**src/rtl/code_converter.sv**
```systemverilog
// code_converter: registered 4-bit code translator between BCD, Excess-3,
// binary and Gray codes. Input word {A,B,C,D}, result word {a,b,c,d}.
// Optional macro CODE_CONVERTER_ERR_EN adds a registered invalid-code flag (err).
module code_converter (
    input  logic       clk,
    input  logic       rst,
    input  logic       en,
    input  logic [1:0] mode,
    input  logic       A,
    input  logic       B,
    input  logic       C,
    input  logic       D,
    output logic       a,
    output logic       b,
    output logic       c,
    output logic       d
`ifdef CODE_CONVERTER_ERR_EN
    ,
    output logic       err
`endif
);

    localparam int unsigned W = 4;

    localparam logic [1:0] MODE_BCD_XS3  = 2'b00;
    localparam logic [1:0] MODE_XS3_BCD  = 2'b01;
    localparam logic [1:0] MODE_BIN_GRAY = 2'b10;
    localparam logic [1:0] MODE_GRAY_BIN = 2'b11;

    localparam logic [W-1:0] XS3_BIAS = W'(3);
    localparam logic [W-1:0] BCD_MAX  = W'(9);
    localparam logic [W-1:0] XS3_MIN  = W'(3);
    localparam logic [W-1:0] XS3_MAX  = W'(12);

    logic [W-1:0] x_c;
    logic [W-1:0] conv_c;
    logic         inv_c;
    logic [W-1:0] y_d;
    logic [W-1:0] y_q;

    // Combinational conversion of the sampled nibble; invalid codes force zero.
    always_comb begin
        x_c    = {A, B, C, D};
        conv_c = '0;
        inv_c  = 1'b0;
        case (mode)
            MODE_BCD_XS3: begin
                conv_c = x_c + XS3_BIAS;
                inv_c  = (x_c > BCD_MAX);
            end
            MODE_XS3_BCD: begin
                conv_c = x_c - XS3_BIAS;
                inv_c  = (x_c < XS3_MIN) || (x_c > XS3_MAX);
            end
            MODE_BIN_GRAY: begin
                conv_c = x_c ^ (x_c >> 1);
            end
            MODE_GRAY_BIN: begin
                conv_c[3] = x_c[3];
                conv_c[2] = conv_c[3] ^ x_c[2];
                conv_c[1] = conv_c[2] ^ x_c[1];
                conv_c[0] = conv_c[1] ^ x_c[0];
            end
            default: begin
                conv_c = '0;
            end
        endcase
        y_d = inv_c ? '0 : conv_c;
    end

    // Output register; holds while en is low, cleared asynchronously by rst.
    always_ff @(posedge clk or posedge rst) begin
        if (rst) begin
            y_q <= '0;
        end else if (en) begin
            y_q <= y_d;
        end
    end

    assign a = y_q[3];
    assign b = y_q[2];
    assign c = y_q[1];
    assign d = y_q[0];

`ifdef CODE_CONVERTER_ERR_EN
    logic err_d;
    logic err_q;

    assign err_d = inv_c;

    // Invalid-code flag registered alongside the result.
    always_ff @(posedge clk or posedge rst) begin
        if (rst) begin
            err_q <= 1'b0;
        end else if (en) begin
            err_q <= err_d;
        end
    end

    assign err = err_q;
`endif

endmodule

```
**config.mk**
```make
export PLATFORM = sky130hd
export DESIGN_NAME = code_converter
export DESIGN_NICKNAME = d
export VERILOG_FILES = /design/src/rtl/code_converter.sv
export SDC_FILE = /design/constraint.sdc
export NUM_CORES = 1
export LEC_CHECK = 0
export BUFFER_PORTS_ARGS = -buffer_cell sky130_fd_sc_hd__buf_2
export CAP_MARGIN = 25
export CORE_AREA = 2 2 39 41
export DETAILED_ROUTE_END_ITERATION = 10
export DIE_AREA = 0 0 41 43
export PLACE_DENSITY_LB_ADDON = 0.2
export SYNTH_ARGS = -nofsm -noshare
export SYNTH_HDL_FRONTEND = slang
export SYNTH_SLANG_ARGS = --single-unit
```
**constraint.sdc**
```tcl
create_clock -name clk -period 1.2 [get_ports clk]
set_clock_uncertainty 0.2 [all_clocks]
set_input_delay 0.12 -clock clk [delete_from_list [all_inputs] [get_ports clk]]
set_output_delay 0.12 -clock clk [all_outputs]
set_load 0.02 [all_outputs]
```
==> flow_summary.json, run 1 <==
{
  "p_seq_share_pct": 28.2,
  "endpoint_kind": "register",
  "grt-ovfl-total": 0,
  "power_switching_mw": 0.2001,
  "slew_headroom_pct": 86.39,
  "arrival_ns": 1.12,
  "initial_core_util_pct": 34.09,
  "synth_nets": 74,
  "synthAdderAreaFrac_pct": 26.53,
  "routed_wl_mm": 1.118,
  "dr_wl_met3_um": 45,
  "fin_crit_sh_pct": 96.49,
  "nets": 99,
  "setup_viol": 0,
  "ant_nets": 0,
  "synth-simple-area-share_pct": 12.20,
  "n_fill_cell": 141,
  "p_leak_nw": 0.3587,
  "synth_compound_gate_area_share_pct": 19.36,
  "wl_per_cell_um": 11.89,
  "grt_pass1_vias": 464,
  "dieArea_sq_um": 1763,
  "swShare_pct": 34.12,
  "via_count": 443,
  "clock_path_buffers": 2,
  "cts_root_buf": "clkbuf_4",
  "cp_cell_sequence": "buf_2 > inv_2 > ha_4 > xnor2_2 > mux2i_1 > a21oi_1 > o22ai_1",
  "hpwl_um": 857.2,
  "synth_xor_area_share_pct": 5.570,
  "fin_crit_ns": 1.158,
  "top_register": "y_q",
  "vdd_drop_max_v": 0.0002067,
  "via_per_inst": 4.713,
  "rows": 14,
  "n_antenna_cell": 0,
  "drt_iter0_drc": 4,
  "grt_use_total_pct": 14.39,
  "path_class": "in -> reg",
  "ys_seq_elements": 4,
  "power-per-cell-area_nw_per_um2": 825.3,
  "syn_inst": 55,
  "cp_slowest_cell": "ha_4",
  "timing.hold.ws_ns": 0.1003,
  "grt_max_degree": 7,
  "fp.dieH_um": 43,
  "start_kind": "primary input",
  "die_x_um": 41,
  "clock_sinks": 4,
  "cpPeakStageDelay_ns": 0.25,
  "port_buffers": 12,
  "largest_register_ffs": 4,
  "clkPwrFrac_pct": 29.8,
  "ios": 13,
  "dr.pass1.iters": 2,
  "grt_pass1_wl_mm": 1.683,
  "final_cells": 94,
  "htree_num_levels": 1,
  "worst_pin_slew_ns": 0.1985,
  "core_area_sq_um": 1384,
  "cp_max_fo": 3,
  "synth_cell_types": 18,
  "numCtsBuffers": 3,
  "comb_power_share_pct": 42.0,
  "drv_cap": 0,
  "met2_length_um": 641,
  "yosysWarnings": 0,
  "drive_above_1_share_pct": 41.03,
  "cts.reportedPaths.clkPinSlew_ns": 0.04,
  "synth.area.mux_share_pct": 6.366,
  "antenna_found_initial": 0,
  "syn_area_per_cell_sq_um": 8.576,
  "syn_to_final_growth_pct": 50.66,
  "met1_length_um": 415,
  "internal-power_mw": 0.3864,
  "synth-seq-area-share_pct": 21.22,
  "insertion_delay_ns": 0.24,
  "drcViolationCount": 0,
  "hold_violations": 0,
  "cts_tree": "built",
  "netlist_area_sq_um": 471.7,
  "highest_layer": "met4",
  "maxSlewViolCount": 0,
  "required_ns": 1.16,
  "reg_top3": "y_q x4",
  "rsz0062_at_grt": "true",
  "fmax_mhz": 863.7,
  "post_cts_buffers": 0,
  "status": "finished clean",
  "place.gp.congestion": 0.8307,
  "synth_top_family_by_area": "adder cells",
  "worst_hold_path_type": "in -> async",
  "dp_cells": 89
}
-- area by class of cell --
cell class | count | area (sq um) | share of cell area [%]
well taps | 16 | 20.02 | 2.817
multi-input cells | 41 | 379.1 | 53.35
inverters | 9 | 36.28 | 5.106
clock buffers | 3 | 22.52 | 3.169
repair buffers | 21 | 152.6 | 21.48
flip-flops and latches | 4 | 100.1 | 14.08
-- worst max-delay path: cells and delay by family --
family	cells	cell delay, ns
XOR/XNOR	1	0.16
multiplexers	1	0.21
adder cells (fa/ha/maj)	1	0.25
AO/OA/AOI/OAI	2	0.21
buffers and inverters	2	0.16
-- power groups by stage --
| stage | combinational (mW) | sequential (mW) | clock, mW |
|---|---|---|---|
| after CTS | 0.233 | 0.166 | 0.177 |
| after global placement | 0.222 | 0.166 | 0 |
| after detailed placement | 0.222 | 0.168 | 0 |
| after global routing | 0.273 | 0.168 | 0.182 |
| final | 0.246 | 0.165 | 0.175 |
| after floorplan | 0.113 | 0.192 | 0 |
-- per-stage QoR --
stage	util (%)	setup slack, ns	area [sq um]	power (mW)	TNS [ns]
2_1_floorplan	-	-0.04911	491.7	0.3048	-0.04911
3_3_place_gp	44.57	-0.2597	616.8	0.3878	-0.9096
3_5_place_dp	44.57	-0.3146	616.8	0.3897	-0.9822
4_1_cts	48.28	0.002458	668.1	0.5755	0
5_1_grt	51.36	-0.01486	710.7	0.6230	-0.01486
6_report	51.36	0.04215	710.7	0.5865	0
-- repair_timing --
item,CTS,global route
setup endpoints to repair,2,4
hold buffers,2,0
pin swaps,2,7
resized for setup,6,9
endpoints found under the hold margin,8,0
-- Yosys cell counts --
cell type | count | area (sq um)
nor2b_1 | 4 | 25.02
ha_1 | 10 | 125.1
o22ai_1 | 5 | 31.28
buf_4 | 1 | 7.510
mux2i_1 | 3 | 30.03
o21ai_0 | 2 | 10.01
nand3_1 | 1 | 5.000
xnor2_1 | 3 | 26.28
nor2_1 | 2 | 7.510
a211oi_1 | 1 | 7.510
dfrtp_1 | 4 | 100.1
a21o_1 | 1 | 7.510
nor2b_2 | 1 | 8.760
a22oi_2 | 1 | 12.51
o211ai_1 | 1 | 7.510
nand2_1 | 3 | 11.26
a21oi_1 | 3 | 15.01
inv_1 | 9 | 33.78
-- routing by layer --
metal	up-vias	global-route usage, %
li1	233	-
met1	195	12.30
met2	13	27.19
met3	2	1.571
met4	0	10.00
met5	-	0
-- layout by cell type (no fill, tap or decap) --
master	netlist	final
buf_6	0	2
buf_4	1	6
a21oi_1	3	2
a21oi_2	0	1
a211oi_1	1	1
nor2b_1	4	4
inv_4	0	1
clkbuf_4	0	3
dfrtp_1	4	4
a21o_1	1	1
ha_4	0	3
o22ai_1	5	5
buf_8	0	1
o21ai_1	0	1
inv_1	9	6
inv_2	0	2
nand2_1	3	3
buf_2	0	10
o211ai_1	1	1
xnor2_1	3	2
mux2i_1	3	3
nor2_1	2	2
xnor2_2	0	1
ha_1	10	7
dlygate4sd3_1	0	2
o21ai_0	2	1
nor2b_2	1	1
nand3_1	1	1
a22oi_2	1	1
-- kinds of logic after synthesis --
group | Yosys count
AOI/OAI and AO/OA | 14
and+or+nand+nor | 11
buffers and inverters | 10
adders and majority gates | 10
DFF | 4
xor gates and xnor gates | 3
muxes | 3
-- final timing paths --
kind                       startpoint     end  slack [ns]  depth (start not counted)
min in group clk              mode[0]  y_q[0]        0.15                          4
setup reg to reg               y_q[0]  y_q[0]        0.37                          2
max in group asynchronous         rst  y_q[3]        0.54                          3
setup / recovery                    A  y_q[0]        0.04                          7
hold / removal                    rst  y_q[2]        0.10                          3
hold reg to reg                y_q[3]  y_q[3]        0.32                          2
No activity file was read; power rests on OpenSTA's default activity.
==> run 2, diff against run 1 <==
--- a/config.mk
+++ b/config.mk
@@ -11,6 +11,7 @@
 export DETAILED_ROUTE_END_ITERATION = 10
 export DIE_AREA = 0 0 41 43
 export PLACE_DENSITY_LB_ADDON = 0.2
+export RECOVER_POWER = 100
 export SYNTH_ARGS = -nofsm -noshare
 export SYNTH_HDL_FRONTEND = slang
 export SYNTH_SLANG_ARGS = --single-unit
==> run 2 against run 1 <==
- via count is 0.23% higher
- die area stayed put
- critical path type unchanged
- critical path depth stayed put
- largest cell class unchanged
- non-clock buffer count stayed put
==> flow_summary.json, run 2 (synthesis gave the netlist of run 1 again) <==
{
  "status": "finished clean",
  "cpPeakStageDelay_ns": 0.25,
  "rr_endpoint": "y_q[0]",
  "p_leak_nw": 0.3581,
  "core_area_sq_um": 1384,
  "ff2ff_setup_slack_ns": 0.37,
  "syn_to_final_growth_pct": 50.66,
  "reg_top3": "y_q x4",
  "slew_headroom_pct": 86.39,
  "n_antenna_cell": 0,
  "power_switching_mw": 0.2008,
  "die_x_um": 41,
  "drv_cap": 0,
  "p_seq_share_pct": 28.3,
  "internal-power_mw": 0.3859,
  "cts.reportedPaths.clkPinSlew_ns": 0.04,
  "insertion_delay_ns": 0.24,
  "grt_pass1_wl_mm": 1.683,
  "start_kind": "primary input",
  "clkPwrFrac_pct": 29.8,
  "maxSlewViolCount": 0,
  "top_register": "y_q",
  "setup_tns_ns": 0,
  "path_class": "in -> reg",
  "clock_sinks": 4,
  "via_count": 444,
  "dr.pass1.iters": 2,
  "cts_tree": "built",
  "rows": 14,
  "ios": 13,
  "fin_crit_ns": 1.158,
  "place.gp.congestion": 0.8307,
  "cp_cell_sequence": "buf_2 > inv_2 > ha_4 > xnor2_2 > mux2i_1 > a21oi_1 > o22ai_1",
  "via_per_inst": 4.723,
  "cts_root_buf": "clkbuf_4",
  "reg2reg_from": "y_q[0]",
  "vdd_drop_max_v": 0.0002069,
  "fin_util_pct": 51.36,
  "swShare_pct": 34.23,
  "largest_register_ffs": 4,
  "fin_crit_sh_pct": 96.47,
  "path_buf_inv": 2,
  "fmax_mhz": 863.8,
  "cp_slowest_cell": "ha_4",
  "drt_iter0_drc": 4,
  "final_common_cell": "ha_1",
  "htree_num_levels": 1,
  "rsz0062_at_grt": "true",
  "drive_above_1_share_pct": 41.03,
  "initial_core_util_pct": 34.09,
  "fp.dieH_um": 43,
  "cp_max_fo": 3,
  "port_buffers": 12,
  "wl_per_cell_um": 11.90,
  "endpoint_kind": "register",
  "hold_violations": 0,
  "worst_pin_slew_ns": 0.1985,
  "reg2regPathDepth": 2,
  "grt_use_total_pct": 14.39,
  "n_fill_cell": 141,
  "setup_viol": 0,
  "routed_wl_mm": 1.119,
  "power-per-cell-area_nw_per_um2": 825.7,
  "worst_hold_path_type": "in -> async",
  "antenna_found_initial": 0,
  "grt-ovfl-total": 0,
  "dieArea_sq_um": 1763,
  "arrival_ns": 1.12,
  "grt_pass1_vias": 464,
  "clock_path_buffers": 2,
  "numCtsBuffers": 3,
  "comb_power_share_pct": 41.9,
  "required_ns": 1.16,
  "path_delay_family": "adder cells",
  "final_cell_mix": "7 x ha_1, 6 x inv_1, 6 x buf_2, 6 x buf_4, 5 x o22ai_1",
  "hpwl_um": 857.2,
  "ant_nets": 0,
  "drcViolationCount": 0,
  "nets": 99,
  "grt_max_degree": 7
}
run 2: tightest hold or removal path, delay by kind of cell:
family,cells,cell delay (ns)
buffers and inverters,3,0.78
run 2: power by group through the flow:
stage	combinational, mW	clock [mW]	sequential (mW)
after floorplan	0.113	0	0.192
after global placement	0.222	0	0.166
after detailed placement	0.222	0	0.168
after CTS	0.233	0.177	0.166
after global routing	0.272	0.182	0.169
final	0.246	0.175	0.166
run 2: routing by layer:
metal	GRT usage, %	vias to the layer above	routed length [um]
li1	-	233	-
met1	12.30	196	418
met2	27.19	13	640
met3	1.571	2	43
met4	10.00	0	16
met5	0	-	0
run 2: final cells by class:
type / count / area [sq um] / area share [%]
Sequential cell: 4 / 100.1 / 14.08
Clock buffer: 3 / 22.52 / 3.169
Inverter: 9 / 36.28 / 5.106
Multi-Input combinational cell: 41 / 379.1 / 53.35
Timing Repair Buffer: 21 / 152.6 / 21.48
Tap cell: 16 / 20.02 / 2.817
run 2: through the flow:
| stage | power (mW) | cell area [sq um] | instances | hold slack, ns | worst slack (ns) |
|---|---|---|---|---|---|
| 6_report | 0.5868 | 710.7 | 94 | 0.1025 | 0.04231 |
| 4_1_cts | 0.5755 | 668.1 | 94 | 0.1079 | 0.002458 |
| 5_1_grt | 0.6235 | 710.7 | 94 | 0.1518 | -0.01486 |
| 3_5_place_dp | 0.3897 | 616.8 | 89 | -0.1844 | -0.3146 |
| 2_1_floorplan | 0.3048 | 491.7 | 55 | -0.3139 | -0.04911 |
| 3_3_place_gp | 0.3878 | 616.8 | 89 | -0.1975 | -0.2597 |
run 2: how the worst max path moves through the flow:
stage	cells past startpoint	start	to	slack [ns]
after CTS	7	B	y_q[0]	0.002
final	7	A	y_q[0]	0.04
after global routing	7	B	y_q[3]	-0.01
after global placement	7	B	y_q[0]	-0.26
after detailed placement	7	B	y_q[0]	-0.31
after floorplan	6	B	y_q[0]	-0.05
run 2: timing repair:
action | CTS | global route
resized for setup | 6 | 9
hold buffers | 2 | 0
endpoints found under the setup margin | 2 | 4
pin swaps | 2 | 7
endpoints found under the hold margin | 8 | 0
setup buffers | 0 | 0
cloned | 0 | 0
